`src/rtl/plc_pkg.sv`:
```
// Shared definitions for the PLC tuple collector: state encoding and slot slicing helper.
package plc_pkg;

  typedef enum logic [1:0] {
    PLC_IDLE    = 2'b00,
    PLC_COLLECT = 2'b01,
    PLC_HOLD    = 2'b10
  } plc_state_e;

  // MS bit index of slot `slot` in a packed vector of `len` entries of `w` bits,
  // slot 0 occupying the most significant slice.
  function automatic int slot_msb(input int slot, input int w, input int len);
    return (len - slot) * w - 1;
  endfunction

endpackage

```
`src/rtl/plc_tuple_shadow.sv`:
```
// Slot-indexed shadow buffer for the (addr, way) entries of the tuple being collected.
// nxt_addr/nxt_way expose the contents as they will be after this cycle's write,
// so the final entry can be committed to the output in the same cycle it arrives.
module plc_tuple_shadow
  import plc_pkg::*;
#(
  parameter int ADDR_WIDTH = 8,
  parameter int WAY_WIDTH  = 4,
  parameter int TUPLE_LEN  = 2,
  parameter int IDX_W      = 2
) (
  input  logic                            clk,
  input  logic                            rst_n,
  input  logic                            clr,
  input  logic                            we,
  input  logic [IDX_W-1:0]                idx,
  input  logic [ADDR_WIDTH-1:0]           addr,
  input  logic [WAY_WIDTH-1:0]            way,
  output logic [TUPLE_LEN*ADDR_WIDTH-1:0] nxt_addr,
  output logic [TUPLE_LEN*WAY_WIDTH-1:0]  nxt_way
);

  logic [TUPLE_LEN*ADDR_WIDTH-1:0] shd_addr_q, shd_addr_d;
  logic [TUPLE_LEN*WAY_WIDTH-1:0]  shd_way_q,  shd_way_d;

  // Next shadow contents: clear, or overwrite the addressed slot.
  always_comb begin
    shd_addr_d = shd_addr_q;
    shd_way_d  = shd_way_q;
    if (clr) begin
      shd_addr_d = '0;
      shd_way_d  = '0;
    end else if (we) begin
      for (int i = 0; i < TUPLE_LEN; i++) begin
        if (idx == IDX_W'(i)) begin
          shd_addr_d[slot_msb(i, ADDR_WIDTH, TUPLE_LEN) -: ADDR_WIDTH] = addr;
          shd_way_d[slot_msb(i, WAY_WIDTH, TUPLE_LEN) -: WAY_WIDTH]    = way;
        end
      end
    end
  end

  // Shadow storage register.
  always_ff @(posedge clk) begin
    if (!rst_n) begin
      shd_addr_q <= '0;
      shd_way_q  <= '0;
    end else begin
      shd_addr_q <= shd_addr_d;
      shd_way_q  <= shd_way_d;
    end
  end

  assign nxt_addr = shd_addr_d;
  assign nxt_way  = shd_way_d;

endmodule

```
`src/rtl/plc_tuple_collector.sv`:
```
// PLC tuple collector: after an indicator pulse, gathers TUPLE_LEN (addr, way)
// writes and presents them as one tuple on a valid/ready handshake. Supports
// abort, optional idle timeout and a single pending indicator during HOLD.
module plc_tuple_collector
  import plc_pkg::*;
#(
  parameter int ADDR_WIDTH = 8,
  parameter int WAY_WIDTH  = 4,
  parameter int TUPLE_LEN  = 2,
  parameter int TIMEOUT    = 0,
  parameter int CNT_W      = $clog2(TUPLE_LEN + 1),
  parameter int TO_W       = 16
) (
  input  logic                            clk,
  input  logic                            rst_n,
  input  logic                            indicator,
  input  logic                            write_en,
  input  logic [ADDR_WIDTH-1:0]           addr,
  input  logic [WAY_WIDTH-1:0]            way,
  input  logic                            abort,
  input  logic                            out_ready,
  output logic [TUPLE_LEN*ADDR_WIDTH-1:0] tuple_addr,
  output logic [TUPLE_LEN*WAY_WIDTH-1:0]  tuple_way,
  output logic                            tuple_valid,
  output logic [CNT_W-1:0]                fill_count,
  output logic                            busy,
  output logic                            timeout_err
);

  localparam logic [CNT_W-1:0] LAST_SLOT = CNT_W'(TUPLE_LEN - 1);
  localparam logic [TO_W-1:0]  TO_LAST   = TO_W'((TIMEOUT > 0) ? TIMEOUT - 1 : 0);

  plc_state_e                      state_q, state_d;
  logic [CNT_W-1:0]                fill_q, fill_d;
  logic [TO_W-1:0]                 to_q, to_d;
  logic                            pend_q, pend_d;
  logic                            terr_q, terr_d;
  logic [TUPLE_LEN*ADDR_WIDTH-1:0] taddr_q, taddr_d;
  logic [TUPLE_LEN*WAY_WIDTH-1:0]  tway_q, tway_d;

  logic                            shd_clr;
  logic                            shd_we;
  logic [TUPLE_LEN*ADDR_WIDTH-1:0] shd_nxt_addr;
  logic [TUPLE_LEN*WAY_WIDTH-1:0]  shd_nxt_way;

  logic final_wr;
  logic to_expire;

  // abort outranks write_en; a write on the expiry cycle outranks the timeout.
  assign shd_we    = (state_q == PLC_COLLECT) && write_en && !abort;
  assign final_wr  = shd_we && (fill_q == LAST_SLOT);
  assign to_expire = (TIMEOUT > 0) && (state_q == PLC_COLLECT) && !abort &&
                     !write_en && (to_q == TO_LAST);

  plc_tuple_shadow #(
    .ADDR_WIDTH (ADDR_WIDTH),
    .WAY_WIDTH  (WAY_WIDTH),
    .TUPLE_LEN  (TUPLE_LEN),
    .IDX_W      (CNT_W)
  ) u_shadow (
    .clk      (clk),
    .rst_n    (rst_n),
    .clr      (shd_clr),
    .we       (shd_we),
    .idx      (fill_q),
    .addr     (addr),
    .way      (way),
    .nxt_addr (shd_nxt_addr),
    .nxt_way  (shd_nxt_way)
  );

  // State and datapath registers.
  always_ff @(posedge clk) begin
    if (!rst_n) begin
      state_q <= PLC_IDLE;
      fill_q  <= '0;
      to_q    <= '0;
      pend_q  <= 1'b0;
      terr_q  <= 1'b0;
      taddr_q <= '0;
      tway_q  <= '0;
    end else begin
      state_q <= state_d;
      fill_q  <= fill_d;
      to_q    <= to_d;
      pend_q  <= pend_d;
      terr_q  <= terr_d;
      taddr_q <= taddr_d;
      tway_q  <= tway_d;
    end
  end

  // Next-state logic.
  always_comb begin
    state_d = state_q;
    case (state_q)
      PLC_IDLE: begin
        if (indicator) state_d = PLC_COLLECT;
      end
      PLC_COLLECT: begin
        if (abort)          state_d = PLC_IDLE;
        else if (final_wr)  state_d = PLC_HOLD;
        else if (to_expire) state_d = PLC_IDLE;
      end
      PLC_HOLD: begin
        if (out_ready) state_d = (pend_q || indicator) ? PLC_COLLECT : PLC_IDLE;
      end
      default: state_d = PLC_IDLE;
    endcase
  end

  // Counters, pending flag, tuple capture and shadow control.
  always_comb begin
    fill_d  = fill_q;
    to_d    = to_q;
    pend_d  = pend_q;
    terr_d  = 1'b0;
    taddr_d = taddr_q;
    tway_d  = tway_q;
    shd_clr = 1'b0;
    case (state_q)
      PLC_IDLE: begin
        if (indicator) begin
          fill_d  = '0;
          to_d    = '0;
          shd_clr = 1'b1;
        end
      end
      PLC_COLLECT: begin
        if (abort) begin
          fill_d = '0;
          to_d   = '0;
        end else if (write_en) begin
          to_d = '0;
          if (final_wr) begin
            fill_d  = '0;
            taddr_d = shd_nxt_addr;
            tway_d  = shd_nxt_way;
          end else begin
            fill_d = fill_q + CNT_W'(1);
          end
        end else if (to_expire) begin
          fill_d = '0;
          to_d   = '0;
          terr_d = 1'b1;
        end else if (TIMEOUT > 0) begin
          to_d = to_q + TO_W'(1);
        end
      end
      PLC_HOLD: begin
        if (out_ready) begin
          pend_d = 1'b0;
          if (pend_q || indicator) begin
            fill_d  = '0;
            to_d    = '0;
            shd_clr = 1'b1;
          end
        end else if (indicator) begin
          pend_d = 1'b1;
        end
      end
      default: begin
        fill_d = '0;
        to_d   = '0;
        pend_d = 1'b0;
      end
    endcase
  end

  assign tuple_addr  = taddr_q;
  assign tuple_way   = tway_q;
  assign tuple_valid = (state_q == PLC_HOLD);
  assign fill_count  = fill_q;
  assign busy        = (state_q != PLC_IDLE);
  assign timeout_err = terr_q;

endmodule

```
`config.mk`:
```
export PLATFORM = sky130hd
export DESIGN_NAME = plc_tuple_collector
export DESIGN_NICKNAME = d
export VERILOG_FILES = /design/src/rtl/plc_pkg.sv /design/src/rtl/plc_tuple_shadow.sv /design/src/rtl/plc_tuple_collector.sv
export SDC_FILE = /design/constraint.sdc
export NUM_CORES = 1
export LEC_CHECK = 0
export CAP_MARGIN = 20
export CORE_AREA = 2 2 62 64
export DETAILED_ROUTE_END_ITERATION = 8
export DIE_AREA = 0 0 64 66
export PLACE_DENSITY = 0.81
export SYNTH_ARGS = -nofsm -noshare
export SYNTH_HDL_FRONTEND = slang
export SYNTH_SLANG_ARGS = --single-unit
```
`constraint.sdc`:
```
create_clock -name clk -period 3.3 [get_ports clk]
set_clock_uncertainty 0.05 [all_clocks]
set_input_delay 0.825 -clock clk [delete_from_list [all_inputs] [get_ports clk]]
set_output_delay 0.825 -clock clk [all_outputs]
set_load 0.01 [all_outputs]
```
# Yosys cells after proc, flatten, opt, wreduce, memory -nomap -nowiden
# Cells that the tools add are included.
# op_classes
n_addsub	1
mux	28
n_reduce_logical	13
eq_ne	9
bitwise	2
# ops
cell	count
$mux 16	2
$mux 8	4
$mux 2	10
$pmux 2 s3	2
$ne 3x3->1 const B	3
$mux 4	2
$reduce_and 4->1	2
$mux 1	6
$eq 2x1->1 const B	2
$logic_not 2->1	2
$ne 2x2->1 const B	2
$pmux 1 s2	2
$logic_and 1x1->1	3
$reduce_and 3->1	1
$add 2x1->2 const B	1
$eq 2x2->1 const B	1
$ne 2x1->1 const B	1
$not 1->1	2
$reduce_and 2->1	1
$reduce_bool 2->1	1
$reduce_or 2->1	1
$logic_not 1->1	1
$logic_or 1x1->1	1
# word_totals
out_inout_bits	29
ff_bits	53

# Longest topological paths before layout
# Gate-level depths: netlist (run 1).
# depth
ltp_word	8
depth_mapped	6

# By module
# Synthesis (run 1) repeated with hierarchy kept, for this count alone.
# hier_totals
cells_unflattened	300
area_unflattened_um2	2829.0
# by_module_without_submodules
module	area_each_um2	instances	seq_area_each_um2	cells_per_inst
plc_tuple_shadow	1576.5	1	480.5	163
plc_tuple_collector	1252.5	1	580.6	137

# Least setup slack after synthesis (run 1)
# No wires, ideal clock.
# synth_timing
kind	input to register
startpoint	input port abort
endpoint	register taddr_q[10], in the netlist tuple_addr[10]
required_ns	3.118
setup_ns	0.132
cell_stages	5
slack_ns	1.368
arrival_time_ns	1.750
n_path_buf	2
path_cell_list	or4b_4 buf_6 buf_6 o21ai_1 a21oi_1
# synth_via
elab_chain_cells	4
word_cells_on_any_way	7
cone_classes	2 x mux; 1 x bitwise; 4 x reduce/logical
# synth_rtl
item	line	rtl
start, declared	plc_tuple_collector.sv:20	input logic abort,
$logic_not 1->1	plc_tuple_collector.sv:50	assign shd_we = (state_q == PLC_COLLECT) && write_en && !abort;
$logic_and 1x1->1	plc_tuple_collector.sv:50	
$mux 16 / $logic_and 1x1->1 (equally long branches)	plc_tuple_shadow.sv:33, plc_tuple_collector.sv:51	
$mux 16 / $reduce_and 4->1 (equally long branches)	n/a	
end signal, assigned	plc_tuple_collector.sv:88	taddr_q <= taddr_d;
end, declared	plc_tuple_collector.sv:38	logic [TUPLE_LEN*ADDR_WIDTH-1:0] taddr_q, taddr_d;
# Several ways; a longest one is shown, not always the timed one.
# A chain may end at the register's enable or synchronous reset.

# Worst setup path after layout (run 1)
# layout_timing
startpoint	register state_q[1]
endpoint	output port tuple_valid
# layout_via
elab_chain_cells	1
# layout_rtl
item	line	rtl
start, declared	plc_tuple_collector.sv:33	plc_state_e state_q, state_d;
start signal, assigned	plc_tuple_collector.sv:83	state_q <= state_d;
$eq 2x2->1	plc_tuple_collector.sv:172	assign tuple_valid = (state_q == PLC_HOLD);
end, declared	plc_tuple_collector.sv:24	output logic tuple_valid,
# Every way passes these cells.

==> results of run 1 <==
[cell usage in the layout, fill, tap and decap left out, types with 2 or more instances in the layout]
| cell type | n |
|---|---|
| sky130_fd_sc_hd__buf_4 | 6 |
| sky130_fd_sc_hd__o21ai_1 | 18 |
| sky130_fd_sc_hd__bufinv_16 | 2 |
| sky130_fd_sc_hd__a21oi_1 | 40 |
| sky130_fd_sc_hd__dfxtp_1 | 41 |
| sky130_fd_sc_hd__nand3_1 | 36 |
| sky130_fd_sc_hd__clkbuf_4 | 5 |
| sky130_fd_sc_hd__o21ai_2 | 2 |
| sky130_fd_sc_hd__inv_1 | 2 |
| sky130_fd_sc_hd__nor2b_1 | 3 |
| sky130_fd_sc_hd__nor2_1 | 2 |
| sky130_fd_sc_hd__nand2b_1 | 2 |
| sky130_fd_sc_hd__o21ai_0 | 18 |
| sky130_fd_sc_hd__clkdlybuf4s50_1 | 45 |
| sky130_fd_sc_hd__nand2_1 | 4 |
[worst max-delay path, delay by kind of cell, from the launching register on]
family	cells	cell delay (ps)
buf+inv	1	560
simple gates	1	230
flops	1	530
[cell families after synthesis]
| family | synth area share |
|---|---|
| compound gates | 0.261 |
| buf+inv | 0.0824 |
| flops | 0.483 |
| other cells | 0.00221 |
| simple gates | 0.171 |
[worst paths after layout]
kind	startpoint	end	depth (start not counted)
setup / recovery	state_q[1]$_SDFFE_PN0P_	tuple_valid	2
hold / removal	u_shadow.shd_way_q[5]$_SDFF_PN0_	tuple_way[5]$_SDFFE_PN0P_	2
setup reg to reg	state_q[1]$_SDFFE_PN0P_	u_shadow.shd_addr_q[12]$_SDFF_PN0_	3
hold reg to reg	u_shadow.shd_way_q[5]$_SDFF_PN0_	tuple_way[5]$_SDFFE_PN0P_	2
[area by class of cell]
type,instances,area (um^2)
inverters,3,11.3
clock inverters,3,65.1
repair buffers,51,495
flip-flops and latches,41,821
multi-input cells,136,739
well taps,48,60.1
clock buffers,5,37.5
fillers,314,1320
[state kept, by name (all words and copies together), names as in the netlist]
| signal | flops |
|---|---|
| tuple_addr | 16 |
| tuple_way | 8 |
| u_shadow.shd_addr_q | 8 |
| u_shadow.shd_way_q | 4 |
| fill_count | 2 |
| state_q | 2 |
| pend_q | 1 |
[metrics by stage]
stage                     utilization  worst slack (ps)  total power, mW
after floorplan                     -              1370            0.562
after global placement          0.599               823            0.597
after detailed placement        0.599               781            0.598
after CTS                       0.628               753            0.992
after global routing            0.628               687             1.03
final                           0.628               770            0.988
[per-layer routing]
layer / global-route usage / wire (um)
met4: 0.0734 / 41
met1: 0.258 / 1780
met3: 0.0409 / 186
met5: 0 / 0
met2: 0.314 / 1910
[synth_stat cells (3+ instances only)]
master and instances:
sky130_fd_sc_hd__buf_2 4, sky130_fd_sc_hd__nand2_1 4, sky130_fd_sc_hd__nor2b_1 3, sky130_fd_sc_hd__o21ai_0 18
sky130_fd_sc_hd__o21ai_1 18, sky130_fd_sc_hd__clkbuf_1 11, sky130_fd_sc_hd__buf_6 4, sky130_fd_sc_hd__a21oi_1 40
sky130_fd_sc_hd__dfxtp_1 41, sky130_fd_sc_hd__nand3_1 36
[power by group]
part / internal [mW] / switching (mW) / total, mW
combinational: 0.0363 / 0.0484 / 0.0847
sequential: 0.499 / 0.00389 / 0.503
clock: 0.235 / 0.166 / 0.401
==> results.sh, run 1 <==
export IMPL_run_status="finished clean"
export IMPL_r2r_slack_ps=1620
export IMPL_clk_pin_slew_worst_paths_ps=120
export IMPL_clk_insertion_delay_late_ps=350
export IMPL_post_synth_top_area_share=0.483
export IMPL_n_antenna_cell=0
export IMPL_cts_htree_levels=2
export IMPL_post_synth_inst_count=203
export IMPL_finalHoldWorstSlack_ps=413
export IMPL_gp_congestion=0.814
export IMPL_crit_path_max_incr_delay_ps=560
export IMPL_syn_num_nets=221
export IMPL_coreArea_um2=3550
export IMPL_cts_hold_buffers=0
export IMPL_cts_resized=0
export IMPL_grt_util_all_layers=0.195
export IMPL_synth_top_cell_by_area="sky130_fd_sc_hd__dfxtp_1"
export IMPL_place_detailed_instances=279
export IMPL_final_cell_count_no_fill=287
export IMPL_ys_flop_type="sky130_fd_sc_hd__dfxtp_1"
export IMPL_tritoncts_clock_tree="done"
export IMPL_port_buffer_count=45
export IMPL_dp_final_hpwl_um=2580
export IMPL_postCtsSetupRepairBufs=0
export IMPL_setup_worst_path_end_class="output pin"
export IMPL_ys_ff_latch=41
export IMPL_drcViolationCount=0
export IMPL_crit_path_top_delay_cell="sky130_fd_sc_hd__clkdlybuf4s50_1"
export IMPL_clock_fmax_mhz=395
export IMPL_die_area_um2=4220
export IMPL_drt_pass1_iterations=4
export IMPL_grt_max_degree=38
export IMPL_powerDensity_nw_per_um2=443
export IMPL_seq_area_frac_synth=0.483
export IMPL_drv_cap=0
export IMPL_route_detailed_vias_per_inst=5.46
export IMPL_setup_viol_count_final=0
export IMPL_timing_hold_violations_final=0
export IMPL_post_route_period_util=0.767
export IMPL_timing_critical_path_arrival_ps=1650
export IMPL_initial_utilization=0.479
export IMPL_timing_final_max_slew_violations=0
export IMPL_count_of_flip_flops_with_a_built_in_enable_after_synthesis=0
export IMPL_rows=22
export IMPL_setup_repair_after_global_routing_missed_its_margin="no"
export IMPL_clockBufferDepth=2
export IMPL_globalRouteOverflowTotal=0
export IMPL_critical_path_peak_fanout=9
export IMPL_setup_worst_path_class="flip-flop to output pin"
export IMPL_ant_nets=0
export IMPL_ys_warn_count=0
export IMPL_io_pins=47
export IMPL_clock_sinks=41
export IMPL_worst_endpoint_required_ps=2420
export IMPL_global_route_wire_length_before_repair_um=6470
export IMPL_dr_total_vias=1568
export IMPL_avgSynthCellArea_um2=8.38
export IMPL_routed_wl_um=3920
export IMPL_startpoint_type="flip-flop"
export IMPL_synth_cell_area_um2=1700
export IMPL_ir_worst_vdd_v=0.000239
export IMPL_detail_route_iter0_violations=143
export IMPL_drive_gt1_frac=0.0837
export IMPL_numCtsBuffers=5
export IMPL_drt_wirelength_per_cell_um=13.7
export IMPL_die_width_um=64
export IMPL_area_growth_syn_to_layout_pct=31.1
export IMPL_postPlaceCellArea_um2=2130
export IMPL_setup_tns_ps=0
export IMPL_period_minus_slack_ps=2530
export IMPL_grt_antenna_before_repair=0
export IMPL_grt_pass1_vias=1414
export IMPL_die_y_um=66
export IMPL_synth_distinct_cells=28
export IMPL_synth_area_top_cells="sky130_fd_sc_hd__dfxtp_1 48%, sky130_fd_sc_hd__a21oi_1 12%, sky130_fd_sc_hd__nand3_1 11%"
export IMPL_ys_async_sr_fraction=0
export IMPL_hp_class="flip-flop to flip-flop"
export IMPL_final_std_cell_area_no_fill_um2=2230
export IMPL_power_leakage_nw=0.719
export IMPL_final_net_count=256
export IMPL_critical_path_cell_by_cell="nor2b_1, clkdlybuf4s50_1"
export IMPL_clock_root_buffer="sky130_fd_sc_hd__clkbuf_4"
No activity file was read; power rests on OpenSTA's default activity.
==> inputs of run 2 (changes only) <==
--- a/config.mk
+++ b/config.mk
@@ -6,10 +6,10 @@
 export NUM_CORES = 1
 export LEC_CHECK = 0
 export CAP_MARGIN = 20
-export CORE_AREA = 2 2 62 64
+export CORE_AREA = 2 2 64 66
 export DETAILED_ROUTE_END_ITERATION = 8
-export DIE_AREA = 0 0 64 66
-export PLACE_DENSITY = 0.81
+export DIE_AREA = 0 0 66 68
+export PLACE_DENSITY = 0.77
 export SYNTH_ARGS = -nofsm -noshare
 export SYNTH_HDL_FRONTEND = slang
 export SYNTH_SLANG_ARGS = --single-unit
==> constraint.sdc (replaced) <==
create_clock -name clk -period 2.5 [get_ports clk]
set_clock_uncertainty 0.05 [all_clocks]
set_input_delay 0.625 -clock clk [delete_from_list [all_inputs] [get_ports clk]]
set_output_delay 0.625 -clock clk [all_outputs]
set_load 0.01 [all_outputs]
==> run 2 against run 1 <==
Effect of this change:
- setup slack worse by 520 ps
- clock power is 26% higher
- combinational power is 38% higher
- global-route usage is 0.97 points lower
- count of clock-buffer cells in the layout stayed put
==> results.sh, run 2 (synthesis results as in run 1) <==
export IMPL_clk_insertion_delay_late_ps=290
export IMPL_drv_cap=0
export IMPL_run_status="finished clean"
export IMPL_postCtsSetupRepairBufs=0
export IMPL_power_leakage_nw=0.730
export IMPL_critical_path_peak_fanout=9
export IMPL_setup_worst_path_end_class="output pin"
export IMPL_io_pins=47
export IMPL_tritoncts_clock_tree="done"
export IMPL_crit_path_max_incr_delay_ps=560
export IMPL_seqPwrFrac=0.515
export IMPL_cts_hold_buffers=0
export IMPL_clock_fmax_mhz=444
export IMPL_power_switching_mw=0.288
export IMPL_cp_buffers_inverters=1
export IMPL_cts_htree_levels=2
export IMPL_numCtsBuffers=5
export IMPL_share_clk_of_total_power=0.394
export IMPL_globalRouteOverflowTotal=0
export IMPL_critical_path_cell_by_cell="nor2b_1, clkdlybuf4s50_1"
export IMPL_timing_critical_path_arrival_ps=1570
export IMPL_internal_power_mw=1.00
export IMPL_period_minus_slack_ps=2250
export IMPL_final_net_count=258
export IMPL_route_detailed_vias_per_inst=5.41
export IMPL_cts_resized=0
export IMPL_n_antenna_cell=0
export IMPL_drive_gt1_frac=0.0875
export IMPL_layout_common_cells="45 x sky130_fd_sc_hd__clkdlybuf4s50_1, 41 x sky130_fd_sc_hd__dfxtp_1, 40 x sky130_fd_sc_hd__a21oi_1"
export IMPL_area_growth_syn_to_layout_pct=33.0
export IMPL_clock_root_buffer="sky130_fd_sc_hd__clkbuf_8"
export IMPL_global_route_wire_length_before_repair_um=6400
export IMPL_setup_worst_path_class="flip-flop to output pin"
export IMPL_timing_final_max_slew_violations=0
export IMPL_post_route_period_util=0.900
export IMPL_port_buffer_count=45
export IMPL_gp_congestion=0.763
export IMPL_design_power_total_mw=1.29
export IMPL_power_share_switching=0.224
export IMPL_ir_worst_vdd_v=0.000303
export IMPL_grt_max_degree=38
export IMPL_dp_final_hpwl_um=2600
export IMPL_met3_length_um=200
export IMPL_clock_sinks=41
export IMPL_coreArea_um2=3860
export IMPL_crit_path_top_delay_cell="sky130_fd_sc_hd__clkdlybuf4s50_1"
export IMPL_drt_pass1_iterations=4
export IMPL_worst_endpoint_required_ps=1820
export IMPL_final_core_util=0.586
export IMPL_routed_wl_um=3920
export IMPL_met1_length_um=1810
export IMPL_initial_utilization=0.441
export IMPL_layout_commonest_cell="sky130_fd_sc_hd__clkdlybuf4s50_1"
export IMPL_grt_antenna_before_repair=0
export IMPL_crit_family="buffers and inverters"
export IMPL_grt_pass1_vias=1397
export IMPL_setup_tns_ps=0
export IMPL_grt_util_all_layers=0.186
export IMPL_dr_total_vias=1568
export IMPL_rows=23
export IMPL_clockBufferDepth=2
export IMPL_clk_pin_slew_worst_paths_ps=80
export IMPL_share_comb_of_total_power=0.091
export IMPL_die_width_um=66
export IMPL_die_area_um2=4490
export IMPL_ant_nets=0
export IMPL_timing_hold_violations_final=0
export IMPL_dr_max_layer_used="met4"
export IMPL_drt_wirelength_per_cell_um=13.5
export IMPL_largest_reg_flops=16
export IMPL_die_y_um=68
export IMPL_powerDensity_nw_per_um2=570
export IMPL_setup_viol_count_final=0
export IMPL_detail_route_iter0_violations=85
export IMPL_met2_length_um=1860
export IMPL_hp_class="flip-flop to flip-flop"
export IMPL_startpoint_type="flip-flop"
export IMPL_setup_repair_after_global_routing_missed_its_margin="no"
export IMPL_drcViolationCount=0
run 2: changes by cell type in the layout (fill, tap and decap cells not counted), sizes merged:
cell,previous run,this run
bufinv,2,1
buf,6,8
run 2: worst paths after layout:
| path | slack (ps) | end | depth (start not counted) | startpoint |
|---|---|---|---|---|
| max | 250 | tuple_valid | 2 | state_q[1]$_SDFFE_PN0P_ |
| min | 410 | tuple_addr[14]$_SDFFE_PN0P_ | 2 | u_shadow.shd_addr_q[14]$_SDFF_PN0_ |
| max reg2reg | 850 | tuple_way[1]$_SDFFE_PN0P_ | 3 | state_q[0]$_SDFFE_PN0P_ |
| min reg2reg | 410 | tuple_addr[14]$_SDFFE_PN0P_ | 2 | u_shadow.shd_addr_q[14]$_SDFF_PN0_ |
run 2: power by group through the flow:
stage               combinational (mW)  clock [mW]  sequential, mW
floorplan                       0.0647           0           0.677
global placement                 0.115           0           0.678
detailed placement               0.116           0           0.678
CTS                              0.117       0.520           0.663
global route                     0.127       0.540           0.664
finish                           0.117       0.507           0.663
run 2: cell type report:
class / instances / area, um^2
Multi-Input combinational cell: 136 / 739
Fill cell: 367 / 1600
Inverter: 3 / 11.3
Sequential cell: 41 / 821
Clock buffer: 5 / 68.8
Tap cell: 50 / 62.6
Clock inverter: 2 / 35.0
Timing Repair Buffer: 53 / 523
run 2: tightest hold or removal path, delay by kind of cell (launching register included):
kind / cells / cell delay, ps
compound gates: 1 / 50
flops: 1 / 310
simple gates: 1 / 60
run 2: stage by stage:
stage	worst slack [ps]	cell area, um^2	hold WS (ps)	std cells
after floorplan	768	1700	390	203
after global placement	218	2160	400	283
after detailed placement	184	2160	403	283
after CTS	234	2260	414	290
after global routing	162	2260	442	290
final	250	2260	411	290
run 2: per-layer routing:
layer	vias to the layer above	global-route usage
li1	792	-
met1	725	0.241
met2	45	0.304
met3	6	0.0461
met4	0	0.0612
met5	-	0
==> inputs of run 3 (changes only) <==
--- a/config.mk
+++ b/config.mk
@@ -6,10 +6,11 @@
 export NUM_CORES = 1
 export LEC_CHECK = 0
 export CAP_MARGIN = 20
-export CORE_AREA = 2 2 64 66
+export CORE_AREA = 2 2 62 64
+export CTS_BUF_LIST = sky130_fd_sc_hd__clkbuf_8
 export DETAILED_ROUTE_END_ITERATION = 8
-export DIE_AREA = 0 0 66 68
-export PLACE_DENSITY = 0.77
+export DIE_AREA = 0 0 64 66
+export PLACE_DENSITY = 0.81
 export SYNTH_ARGS = -nofsm -noshare
 export SYNTH_HDL_FRONTEND = slang
 export SYNTH_SLANG_ARGS = --single-unit
==> run 3 against run 2 <==
Effect of this change:
- non-clock buffer count unchanged
- combinational power about the same
- maximum frequency decreased by 0.65%
- flip-flop and latch count unchanged
- sequential power about the same
- register-to-register slack got worse by 50 ps
- final cell count decreased by 0.34%
- global-route usage increased by 1.4 points
- via count increased by 2.6%
- largest cell class unchanged
- routed wire length decreased by 0.48%
- critical endpoint unchanged
- first-iteration DRC count increased by 29%
==> results.sh, run 3 (synthesis results as in run 1) <==
export IMPL_routed_wl_um=3900
export IMPL_tritoncts_clock_tree="done"
export IMPL_power_share_switching=0.229
export IMPL_critical_path_peak_fanout=9
export IMPL_drive_gt1_frac=0.0913
export IMPL_drv_cap=0
export IMPL_met1_grt_util=0.258
export IMPL_place_detailed_instances=281
export IMPL_crit_path_max_incr_delay_ps=550
export IMPL_grt_max_degree=38
export IMPL_grt_antenna_before_repair=0
export IMPL_grt_util_all_layers=0.200
export IMPL_coreArea_um2=3550
export IMPL_drt_wirelength_per_cell_um=13.5
export IMPL_period_minus_slack_ps=2260
export IMPL_timing_critical_path_arrival_ps=1590
export IMPL_clockBufferDepth=2
export IMPL_dr_total_vias=1609
export IMPL_powerDensity_nw_per_um2=590
export IMPL_detail_route_iter0_violations=110
export IMPL_ant_nets=0
export IMPL_die_width_um=64
export IMPL_port_buffer_count=45
export IMPL_cts_hold_buffers=0
export IMPL_design_power_total_mw=1.34
export IMPL_gr_usage_met3=0.0528
export IMPL_clk_pin_slew_worst_paths_ps=90
export IMPL_setup_worst_path_end_class="output pin"
export IMPL_setup_tns_ps=0
export IMPL_cts_htree_levels=2
export IMPL_clock_sinks=41
export IMPL_n_antenna_cell=0
export IMPL_worst_endpoint_required_ps=1820
export IMPL_internal_power_mw=1.03
export IMPL_layout_common_cells="45 x sky130_fd_sc_hd__clkdlybuf4s50_1, 41 x sky130_fd_sc_hd__dfxtp_1, 40 x sky130_fd_sc_hd__a21oi_1"
export IMPL_postCtsSetupRepairBufs=0
export IMPL_hp_class="flip-flop to flip-flop"
export IMPL_numCtsBuffers=5
export IMPL_power_leakage_nw=0.734
export IMPL_setup_worst_path_class="flip-flop to output pin"
export IMPL_globalRouteOverflowTotal=0
export IMPL_initial_utilization=0.479
export IMPL_setup_repair_after_global_routing_missed_its_margin="no"
export IMPL_timing_final_max_slew_violations=0
export IMPL_global_route_wire_length_before_repair_um=6630
export IMPL_io_pins=47
export IMPL_rows=22
export IMPL_clock_root_buffer="sky130_fd_sc_hd__clkbuf_8"
export IMPL_share_clk_of_total_power=0.419
export IMPL_drcViolationCount=0
export IMPL_route_detailed_vias_per_inst=5.57
export IMPL_die_y_um=66
export IMPL_seqPwrFrac=0.494
export IMPL_largest_reg_flops=16
export IMPL_setup_viol_count_final=0
export IMPL_startpoint_type="flip-flop"
export IMPL_die_area_um2=4220
export IMPL_timing_hold_violations_final=0
export IMPL_area_growth_syn_to_layout_pct=33.8
export IMPL_ir_worst_vdd_v=0.000397
export IMPL_run_status="finished clean"
export IMPL_gp_congestion=0.815
export IMPL_drt_pass1_iterations=4
export IMPL_critical_path_cell_by_cell="nor2b_1, clkdlybuf4s50_1"
export IMPL_crit_path_top_delay_cell="sky130_fd_sc_hd__clkdlybuf4s50_1"
export IMPL_dp_final_hpwl_um=2580
export IMPL_clk_insertion_delay_late_ps=300
export IMPL_share_comb_of_total_power=0.086
export IMPL_post_route_period_util=0.906
export IMPL_final_net_count=258
export IMPL_power_switching_mw=0.307
export IMPL_clock_fmax_mhz=442
export IMPL_gr_max_usage_layer="met2"
export IMPL_layout_commonest_cell="sky130_fd_sc_hd__clkdlybuf4s50_1"
export IMPL_grt_pass1_vias=1397
export IMPL_cts_resized=0
export IMPL_final_cell_count_no_fill=289
export IMPL_global_route_usage_met2=0.324
run 3: cell count changes in the layout (fill, tap and decap cells not counted), sizes merged:
cell and delta:
clkbuf +1, clkinv -1, clkinvlp +1
run 3: cell type report:
type                       count  area (um^2)
fill                         301         1280
sequential                    41          821
multi-input combinational    136          739
timing repair buffer          53          523
clock buffer                   6         82.6
tap                           48         60.1
clock inverter                 2         37.5
inverter                       3         11.3
run 3: worst paths after layout:
check | startpoint | end | slack [ps] | cells after the start
worst max-delay path | state_q[1]$_SDFFE_PN0P_ | tuple_valid | 240 | 2
worst min-delay path | u_shadow.shd_way_q[6]$_SDFF_PN0_ | tuple_way[6]$_SDFFE_PN0P_ | 410 | 2
worst max register to register | state_q[1]$_SDFFE_PN0P_ | tuple_way[0]$_SDFFE_PN0P_ | 800 | 3
worst min register to register | u_shadow.shd_way_q[6]$_SDFF_PN0_ | tuple_way[6]$_SDFFE_PN0P_ | 410 | 2
run 3: metrics by stage:
step / setup WS [ps] / util / hold slack, ps / cell area [um^2]
finish: 235 / 0.641 / 406 / 2270
global route: 171 / 0.641 / 431 / 2270
CTS: 229 / 0.641 / 412 / 2270
detailed placement: 182 / 0.607 / 406 / 2150
global placement: 219 / 0.607 / 401 / 2150
floorplan: 768 / - / 390 / 1700
run 3: worst max-delay path, delay by kind of cell (launching register included):
family,cells,cell delay (ps)
buffers and inverters,1,550
flip-flops,1,520
AND/OR/NAND/NOR,1,220
run 3: routing by layer:
layer	vias up	share of wire
met4	0	0.018
li1	790	-
met5	-	0
met3	10	0.065
met2	60	0.48
met1	749	0.44
run 3: power by group through the flow:
stage                     Sequential (mW)  Combinational, mW  Clock, mW
after detailed placement            0.678              0.115          0
after global routing                0.664              0.127      0.602
after floorplan                     0.677             0.0647          0
after global placement              0.678              0.115          0
after CTS                           0.663              0.116      0.573
final                               0.663              0.116      0.563
